--- src/rtl/gpu_clear_engine.sv ---
// gpu_clear_engine: hardware fill engine for the character display.
//
// Performs full-screen and single-line clears by writing FILL_CHAR into the
// character buffer. CPU writes pass through with priority over engine writes.
// A CPU write during FILL stalls the engine for that cycle.
//
// Build option: define GPU_CLEAR_LINE_EN to compile in line-clear support.
// With the macro undefined, line_clear_start and line_index are ignored.
module gpu_clear_engine #(
    parameter logic [7:0]  FILL_CHAR = 8'h20,
    parameter int unsigned ROWS      = 30,
    parameter int unsigned ADDR_W    = 12
) (
    input  logic              clk_cpu,
    input  logic              rst_n,
    input  logic [ADDR_W-1:0] cpu_addr,
    input  logic [7:0]        cpu_data,
    input  logic              cpu_we,
    input  logic              mode_80col,
    input  logic              clear_start,
    input  logic              line_clear_start,
    input  logic [4:0]        line_index,
    output logic              busy,
    output logic              done,
    output logic [ADDR_W-1:0] buf_addr,
    output logic [7:0]        buf_data,
    output logic              buf_we
);

    typedef enum logic {StIdle, StFill} state_e;

    localparam logic [ADDR_W-1:0] Stride40 = ADDR_W'(40);
    localparam logic [ADDR_W-1:0] Stride80 = ADDR_W'(80);
    localparam logic [ADDR_W-1:0] RowsA    = ADDR_W'(ROWS);
    localparam logic [ADDR_W-1:0] One      = ADDR_W'(1);

    state_e            state_q, state_d;
    logic [ADDR_W-1:0] ptr_q, ptr_d;
    logic [ADDR_W-1:0] last_q, last_d;
    // fin_q marks the cycle between the last engine write and the done pulse.
    logic              fin_q, fin_d;
    logic              busy_q, busy_d;
    logic              done_q, done_d;
    logic [ADDR_W-1:0] buf_addr_q, buf_addr_d;
    logic [7:0]        buf_data_q, buf_data_d;
    logic              buf_we_q, buf_we_d;

    logic [ADDR_W-1:0] stride;
    logic [ADDR_W-1:0] full_last;
    logic [ADDR_W-1:0] line_base;
    logic [ADDR_W-1:0] line_last;
    logic              line_go;

    // Command geometry, evaluated from the mode at the start edge only.
    always_comb begin
        stride    = mode_80col ? Stride80 : Stride40;
        full_last = (RowsA * stride) - One;
        line_base = ADDR_W'(line_index) * stride;
        line_last = line_base + stride - One;
    end

`ifdef GPU_CLEAR_LINE_EN
    // Out-of-range rows are dropped here so they never reach the FSM.
    assign line_go = line_clear_start && (32'(line_index) < ROWS);
`else
    logic unused_line;
    assign unused_line = ^{line_clear_start, line_index};
    assign line_go     = 1'b0;
`endif

    // Next-state logic: CPU pass-through, command start/abort and fill stepping.
    always_comb begin
        state_d    = state_q;
        ptr_d      = ptr_q;
        last_d     = last_q;
        fin_d      = 1'b0;
        done_d     = fin_q;
        buf_addr_d = buf_addr_q;
        buf_data_d = buf_data_q;
        buf_we_d   = 1'b0;

        if (cpu_we) begin
            buf_we_d   = 1'b1;
            buf_addr_d = cpu_addr;
            buf_data_d = cpu_data;
        end

        unique case (state_q)
            StIdle: begin
                if (clear_start) begin
                    state_d = StFill;
                    ptr_d   = '0;
                    last_d  = full_last;
                end else if (line_go) begin
                    state_d = StFill;
                    ptr_d   = line_base;
                    last_d  = line_last;
                end
            end
            StFill: begin
                if (clear_start) begin
                    // Abort and restart; the aborted command never reports done.
                    ptr_d  = '0;
                    last_d = full_last;
                end else if (!cpu_we) begin
                    buf_we_d   = 1'b1;
                    buf_addr_d = ptr_q;
                    buf_data_d = FILL_CHAR;
                    ptr_d      = ptr_q + One;
                    if (ptr_q == last_q) begin
                        state_d = StIdle;
                        fin_d   = 1'b1;
                    end
                end
            end
            default: begin
                state_d = StIdle;
            end
        endcase

        busy_d = (state_d == StFill) || fin_d;
    end

    // State and registered outputs.
    always_ff @(posedge clk_cpu or negedge rst_n) begin
        if (!rst_n) begin
            state_q    <= StIdle;
            ptr_q      <= '0;
            last_q     <= '0;
            fin_q      <= 1'b0;
            busy_q     <= 1'b0;
            done_q     <= 1'b0;
            buf_addr_q <= '0;
            buf_data_q <= '0;
            buf_we_q   <= 1'b0;
        end else begin
            state_q    <= state_d;
            ptr_q      <= ptr_d;
            last_q     <= last_d;
            fin_q      <= fin_d;
            busy_q     <= busy_d;
            done_q     <= done_d;
            buf_addr_q <= buf_addr_d;
            buf_data_q <= buf_data_d;
            buf_we_q   <= buf_we_d;
        end
    end

    assign busy     = busy_q;
    assign done     = done_q;
    assign buf_addr = buf_addr_q;
    assign buf_data = buf_data_q;
    assign buf_we   = buf_we_q;

endmodule

--- config.mk ---
export PLATFORM = sky130hd
export DESIGN_NAME = gpu_clear_engine
export DESIGN_NICKNAME = d
export VERILOG_FILES = /design/src/rtl/gpu_clear_engine.sv
export SDC_FILE = /design/constraint.sdc
export NUM_CORES = 1
export LEC_CHECK = 0
export BUFFER_PORTS_ARGS = -buffer_cell sky130_fd_sc_hd__buf_2
export CORE_MARGIN = 4
export CORE_UTILIZATION = 45
export CTS_CLUSTER_DIAMETER = 50
export DETAILED_ROUTE_END_ITERATION = 8
export MAX_ROUTING_LAYER = met4
export PLACE_DENSITY = 0.73
export RECOVER_POWER = 100
export SLEW_MARGIN = 20
export SYNTH_ARGS = -nofsm -noshare
export SYNTH_HDL_FRONTEND = slang
export SYNTH_SLANG_ARGS = --single-unit
export TNS_END_PERCENT = 100
--- constraint.sdc ---
create_clock -name clk_cpu -period 3.3 [get_ports clk_cpu]
set_input_delay 0.99 -clock clk_cpu [delete_from_list [all_inputs] [get_ports clk_cpu]]
set_output_delay 0.99 -clock clk_cpu [all_outputs]
set_load 0.05 [all_outputs]
Word-level counts from Yosys, hierarchy flattened

Index checks and enable logic that the tools add are counted.

Flip-flop bits (word level): 49
Input port bits: 31

Add/subtract/negate cells: 2
$mul: 1
Equal/unequal tests: 3
Mux-type cells: 27
Bitwise operators: 1
Reduce and logical (&&, ||, !) cells: 2

Operators by type and width:

| cell                                                                  | number |
|---|---|
| 12-bit 2-to-1 mux                                                     | 8 |
| 8-bit 2-to-1 mux                                                      | 4 |
| 12-bit case mux with 2 select lines                                   | 1 |
| 12-bit by 1-bit adder with 12-bit output (second input constant)      | 1 |
| 12-bit equality test                                                  | 1 |
| 1-bit 2-to-1 mux                                                      | 12 |
| 12-bit by 1-bit subtractor with 12-bit output (second input constant) | 1 |
| 4-bit by 7-bit multiplier with 11-bit output (first input constant)   | 1 |
| 7-bit 2-to-1 mux                                                      | 1 |
| 3-bit inequality test (second input constant)                         | 1 |
| 2-bit inequality test (second input constant)                         | 1 |
| 1-bit case mux with 2 select lines                                    | 1 |
| 2-bit AND reduction                                                   | 1 |
| 1-bit logical OR                                                      | 1 |
| 1-bit NOT                                                             | 1 |

Logic depth before layout (Yosys ltp)

Gate-level depths: netlist of run 1.

Depth after elaboration: 6
Mapped depth: 6

Worst setup path after synthesis of run 1

No wires, ideal clock.

Path type: in2reg
Start point: input port cpu_we
End point: register ptr_q[11]
Library setup time: 0.077 ns
Data arrival time: 2.123 ns
Setup slack: 1.099 ns
Stages on the path: 6
Path buffers: 2
Path through: clkbuf_1 and4b_1 buf_2 nand4_1 or3_1 a21oi_1

Longest elaborated chain between the ends: 2

RTL lines:

| element                         | RTL line | source |
|---|---|---|
| from (decl)                     | 18       | `input logic cpu_we,` |
| 3-bit inequality test (no line) | --       |  |
| 2-bit AND reduction (no line)   | --       |  |
| to (signal assigned)            | 138      | `ptr_q <= ptr_d;` |
| to (decl)                       | 38       | `logic [ADDR_W-1:0] ptr_q, ptr_d;` |

No other way between the ends.
A chain may end at the register's enable or synchronous reset.

Final worst setup path of run 1

Start point: input port clear_start
End point: register buf_addr_q[5] (netlist: buf_addr[5])

Longest elaborated chain between the ends: 2

RTL lines:

| element              | RTL line | source |
|---|---|---|
| from (decl)          | 20       | `input logic clear_start,` |
| 12-bit 2-to-1 mux    | 101      | `if (clear_start) begin` |
| 12-bit 2-to-1 mux    | 88       | `unique case (state_q)` |
| via buf_addr_d[5]    | 44       | `logic [ADDR_W-1:0] buf_addr_q, buf_addr_d;` |
| to (signal assigned) | 143      | `buf_addr_q <= buf_addr_d;` |
| to (decl)            | 44       |  |

The timed path passes the listed nets, and every way through them passes these cells.

==> impl_metrics.tcl, run 1 <==
set metrics [dict create \
    syn_inst 174 \
    first_global_vias 1322 \
    ys_ff_latch 40 \
    drive_above_1_share_pct 16.4 \
    drtAntennaViolNets 0 \
    cp_data_arrival_time_ns 2.44 \
    core.rowCount 22 \
    power.total_w 0.00108 \
    diodes 0 \
    ys_top_cells_by_area "dfrtp_1, mux2i_1, nand2_1" \
    fin_setup_tns_ns 0 \
    fp.dieH_um 71.1 \
    portBuffers 47 \
    period_share_pct 69.3 \
    critPathCaptureType "flip-flop" \
    worst-slew-pin-transition_ns 0.855 \
    hpwl_um 2540 \
    reg2reg_depth 4 \
    first_iter_violations 45 \
    synth_edf_count 0 \
    vias 1341 \
    power.density_mw_per_mm2 511 \
    drv_cap 0 \
    fin_ws_ns 1.01 \
    synth_top_family_by_area "simple AND/OR/NAND/NOR gates" \
    grt_usage_pct 15.2 \
    p_switching_w 0.000300 \
    grt_start_max_net_pins 44 \
    design_area_mm2 0.00211 \
    core-area_mm2 0.00374 \
    via_per_inst 5.00 \
    switching_share_pct 27.8 \
    reg2reg_from "ptr_q[7]$_DFFE_PN0P_" \
    synthXorXnorAreaFrac_pct 4.89 \
    post_cts_resized 0 \
    setup_violations 0 \
    cts-root-buf "clkbuf_8" \
    final.setup_skew_ns 0.00932 \
    ys_async_sr_fraction_pct 100 \
    maxClockFrequency_mhz 438 \
    synth.area.mux_share_pct 7.90 \
    io_pins 54 \
    post-route-util_pct 56.5 \
    placed_cell_area_mm2 0.00206 \
    drv_slew 0 \
    yosysTopAreaCell "dfrtp_1" \
    worstSkewPairLatency_ns 0.29 \
    post_cts_buffers 0 \
    start_util_pct 47.8 \
    synthesis.area_mm2 0.00179 \
    cts_buffers 5 \
    synth_commonest_cells "dfrtp_1, nand2_1, o21ai_0" \
    synth_nets 206 \
    crit_end "buf_addr[5]$_DFF_PN0_" \
    internal_power_w 0.000780 \
    r2r_end "state_q$_DFF_PN0_" \
    grt_pass1_wl_um 6020 \
    period_needed_ns 2.29 \
    drc 0 \
    synthAdderAreaFrac_pct 0.699 \
    clock_sinks 40 \
    pre_cts_ws_ns 0.973 \
    synth_ff_type "dfrtp_1" \
    place.gp.congestion 0.717 \
    worst-setup-path-type "in2reg" \
    hp-class "reg2reg" \
    yosys.area.top_type_share_pct 55.9 \
    rsz0062_at_grt "no" \
    antenna_found_initial 0 \
    p_seq_share_pct 49.2 \
    max_slew_margin_pct 43.0 \
    post_drt_wl_per_cell_um 13.4 \
    dr.pass1.iters 4 \
    finalHoldViolCount 0 \
    synthSimpleGateAreaFrac_pct 19.1 \
    synth_compound_gate_area_share_pct 8.74 \
    cts_htree_levels 2 \
    yosys.cell_count.top_type "dfrtp_1" \
    ys_seq_area_share_pct 55.9 \
    cts_hold_buf 0 \
    cp.required_ns 3.46 \
    cts_tree "yes" \
    p_comb_share_pct 15.1 \
    crit_start "clear_start" \
    p_leak_nw 0.995 \
    crit_path_max_fanout 19 \
    startpoint_type "input pin" \
    gr-total-overflow 0 \
    ir_drop_uv 216 \
    cts_buffer_depth 2 \
    syn_area_per_cell_um2 10.3 \
    totalWireLength_um 3600 \
    fin_nets 251 \
    die_w_um 71.1 \
    yosysUniqueCellTypes 28 \
    status "complete, no violations" \
    path_clk_slew_ns 0.07 \
    dieArea_mm2 0.00505 \
    syn_to_final_growth_pct 18.0 \
    yosysWarnings 0 \
    p_clk_share_pct 35.7 \
    r2r_setup_slack_ns 1.41 \
]
==> power by group through the flow <==
stage / Clock (W) / Sequential, W / Combinational [W]
global route: 0.000412 / 0.000535 / 0.000179
finish: 0.000385 / 0.000531 / 0.000163
floorplan: 0 / 0.000608 / 0.0000505
detailed placement: 0 / 0.000540 / 0.000174
global placement: 0 / 0.000540 / 0.000171
CTS: 0.000395 / 0.000531 / 0.000175
==> placed cells by master, fill, tap and decap left out, drive strengths merged, types with 2 or more instances in the layout <==
| cell | Yosys | routed |
|---|---|---|
| xor2 | 9 | 9 |
| nand2b | 2 | 2 |
| a21oi | 3 | 3 |
| mux2i | 13 | 13 |
| dfrtp | 40 | 40 |
| nand4 | 8 | 8 |
| nor2 | 15 | 15 |
| nor2b | 2 | 2 |
| o21ai | 20 | 20 |
| and3 | 5 | 5 |
| nand2 | 30 | 30 |
| clkbuf | 8 | 31 |
| buf | 3 | 24 |
| or2 | 2 | 2 |
| or4 | 3 | 3 |
==> per-stage QoR <==
stage	hold WS, ns	cells
floorplan	0.331	174
global placement	0.333	260
detailed placement	0.340	260
CTS	0.356	268
global route	0.364	268
finish	0.352	268
==> sequential cells by signal (all words and copies together) (netlist names) <==
signal    cells
state_q       1
buf_addr     12
last_q        3
buf_data      8
busy          1
ptr_q        12
buf_we        1
done_d        1
done          1
==> final cells by class <==
type                            instances  area, um^2
Tap cell                               48        60.1
Clock buffer                            6        72.6
Timing Repair Buffer                   49         219
Sequential cell                        40        1000
Multi-Input combinational cell        122         722
Inverter                                1        3.75
Clock inverter                          2        35.0
Fill cell                             357        1630
==> cells by family (layout without fill, tap and decap cells) <==
group / count (synthesis) / in the layout
AND/OR/NAND/NOR: 71 / 71
flip-flops: 40 / 40
AO/OA/AOI/OAI: 26 / 26
multiplexers: 14 / 14
buffers and inverters: 12 / 58
XOR/XNOR: 10 / 10
adder cells (fa/ha/maj): 1 / 1
==> worst min path at each step <==
stage                                 from             end  slack (ns)  depth (start not counted)
after floorplan           done_d$_DFF_PN0_  done$_DFF_PN0_        0.33                          0
final                     done_d$_DFF_PN0_  done$_DFF_PN0_        0.35                          0
after detailed placement  done_d$_DFF_PN0_  done$_DFF_PN0_        0.34                          0
after CTS                 done_d$_DFF_PN0_  done$_DFF_PN0_        0.36                          0
after global placement    done_d$_DFF_PN0_  done$_DFF_PN0_        0.33                          0
after global routing      done_d$_DFF_PN0_  done$_DFF_PN0_        0.36                          0
==> per-layer routing <==
metal | vias to the layer above | part of all wire [%] | routed length, um | global-route usage, %
met3 | 6 | 5.6 | 200 | 4.40
li1 | 682 | - | - | -
met1 | 622 | 46 | 1650 | 19.0
met2 | 31 | 47 | 1700 | 24.1
met4 | 0 | 1.1 | 41 | 4.38
met5 | - | 0 | 0 | -
==> worst max-delay path, cell delays in order <==
cell and delay, ns:
clkbuf_1 0.55, nand2b_1 0.27, buf_4 0.30, mux2i_1 0.23
o21ai_0 0.09
(Power assumes the default switching activity.)
==> run 2: changes to the inputs <==
--- a/config.mk
+++ b/config.mk
@@ -11,7 +11,7 @@
 export CTS_CLUSTER_DIAMETER = 50
 export DETAILED_ROUTE_END_ITERATION = 8
 export MAX_ROUTING_LAYER = met4
-export PLACE_DENSITY = 0.73
+export PLACE_DENSITY = 0.76
 export RECOVER_POWER = 100
 export SLEW_MARGIN = 20
 export SYNTH_ARGS = -nofsm -noshare
==> constraint.sdc (replaced) <==
create_clock -name clk_cpu -period 2.02 [get_ports clk_cpu]
set_input_delay 0.606 -clock clk_cpu [delete_from_list [all_inputs] [get_ports clk_cpu]]
set_output_delay 0.606 -clock clk_cpu [all_outputs]
set_load 0.05 [all_outputs]
==> run 2 against run 1 <==
Net effect: setup slack worse by 0.82 ns; count of clock-buffer cells in the layout unchanged; critical path type is now reg2reg; register-to-register slack worse by 1.2 ns; die area unchanged; clock power up 26%; total power up 51%; non-clock buffer count up 6; routed wire length up 6.9%; critical path depth down 1; utilization up 0.40 points.
==> impl_metrics.tcl, run 2 (same netlist as run 1, synthesis figures left out) <==
set metrics [dict create \
    antenna_found_initial 0 \
    vias 1408 \
    timing.hold.ws_ns 0.352 \
    maxClockFrequency_mhz 547 \
    core-area_mm2 0.00374 \
    grt_usage_pct 16.7 \
    p_switching_w 0.000483 \
    post_cts_buffers 0 \
    final.setup_skew_ns 0.00341 \
    drv_cap 0 \
    ir_drop_uv 341 \
    period_needed_ns 1.83 \
    fin_nets 257 \
    totalWireLength_um 3850 \
    syn_to_final_growth_pct 18.9 \
    crit_path_max_fanout 5 \
    diodes 0 \
    cp_data_arrival_time_ns 2.01 \
    via_per_inst 5.16 \
    place.gp.congestion 0.838 \
    cp.required_ns 2.20 \
    cts-root-buf "clkbuf_8" \
    design_area_mm2 0.00213 \
    start_util_pct 47.8 \
    cts_buffers 5 \
    fp.dieH_um 71.1 \
    drv_slew 0 \
    finalHoldViolCount 0 \
    internal_power_w 0.00114 \
    post_drt_wl_per_cell_um 14.1 \
    cts_htree_levels 2 \
    post-route-util_pct 56.9 \
    final_cell_mix "dfrtp_1, nand2_1, clkbuf_1" \
    path_clk_slew_ns 0.07 \
    post_cts_resized 0 \
    startpoint_type "flip-flop" \
    switching_share_pct 29.7 \
    first_global_vias 1397 \
    cts_tree "yes" \
    drive_above_1_share_pct 16.4 \
    period_share_pct 90.4 \
    worstSkewPairLatency_ns 0.29 \
    hpwl_um 2850 \
    grt_pass1_wl_um 6420 \
    core.rowCount 22 \
    dr.pass1.iters 4 \
    clock_sinks 40 \
    final_common_cell "dfrtp_1" \
    placed_cell_area_mm2 0.00211 \
    worst-setup-path-type "reg2reg" \
    critPathCaptureType "flip-flop" \
    n_fill_cell 371 \
    die_w_um 71.1 \
    io_pins 54 \
    dieArea_mm2 0.00505 \
    drtAntennaViolNets 0 \
    fin_setup_tns_ns 0 \
    p_clk_share_pct 29.8 \
    setup_violations 0 \
    status "complete, no violations" \
    p_seq_share_pct 53.4 \
    max_slew_margin_pct 22.6 \
    rsz0062_at_grt "no" \
    final-seq-area_mm2 0.00100 \
    p_leak_nw 0.997 \
    cts_hold_buf 0 \
    worst-slew-pin-transition_ns 1.16 \
    multi_input_area_um2 737 \
    gr-total-overflow 0 \
    power.density_mw_per_mm2 764 \
    first_iter_violations 67 \
    portBuffers 47 \
    hp-class "reg2reg" \
    drc 0 \
    p_comb_share_pct 16.8 \
    cts_buffer_depth 2 \
    grt_start_max_net_pins 31 \
]
-- run 2: cell count changes in the layout (fill, tap and decap cells not counted), sizes merged --
cell | before | now
clkbuf | 31 | 36
buf | 24 | 25
bufinv | 1 | 0
-- run 2: layer usage --
layer  global-route usage, %  routed length [um]
met2                    25.7                1870
met5                       -                   0
met1                    20.7                1690
met3                    5.11                 201
met4                    6.26                  82
-- run 2: power by group through the flow --
stage               registers [W]  logic [W]  clock network [W]
floorplan                0.000993  0.0000825                  0
global placement         0.000881   0.000288                  0
detailed placement       0.000885   0.000294                  0
CTS                      0.000869   0.000294           0.000500
global route             0.000876   0.000298           0.000534
finish                   0.000869   0.000273           0.000485
-- run 2: critical path: stages, from the launching register on --
cell and delay, ns:
dfrtp_1 0.43, or4_1 0.55, a2111oi_4 0.38, o211ai_1 0.17, and2_1 0.19
-- run 2: per-stage QoR --
stage	setup slack [ns]	power, W	std cells
6_report	0.193	0.00163	273
5_1_grt	0.122	0.00171	273
4_1_cts	0.237	0.00166	273
3_5_place_dp	0.245	0.00118	266
3_3_place_gp	0.295	0.00117	266
2_1_floorplan	0.203	0.00108	174
-- run 2: worst paths after layout --
check	from	end	slack [ns]	cells after the start
min in group asynchronous	rst_n	buf_addr[11]$_DFF_PN0_	0.53	1
worst min register to register	done_d$_DFF_PN0_	done$_DFF_PN0_	0.35	0
worst max-delay path	ptr_q[10]$_DFFE_PN0P_	state_q$_DFF_PN0_	0.19	4
worst max register to register	ptr_q[10]$_DFFE_PN0P_	state_q$_DFF_PN0_	0.19	4
worst min-delay path	done_d$_DFF_PN0_	done$_DFF_PN0_	0.35	0
max in group asynchronous	rst_n	buf_addr[0]$_DFF_PN0_	0.43	2
-- run 2: area by class of cell --
type,instances,share of cell area (%)
Clock buffer,6,3.41
Clock inverter,1,0.235
Inverter,1,0.176
Multi-Input combinational cell,122,34.6
Sequential cell,40,47.0
Tap cell,48,2.82
Timing Repair Buffer,55,11.7
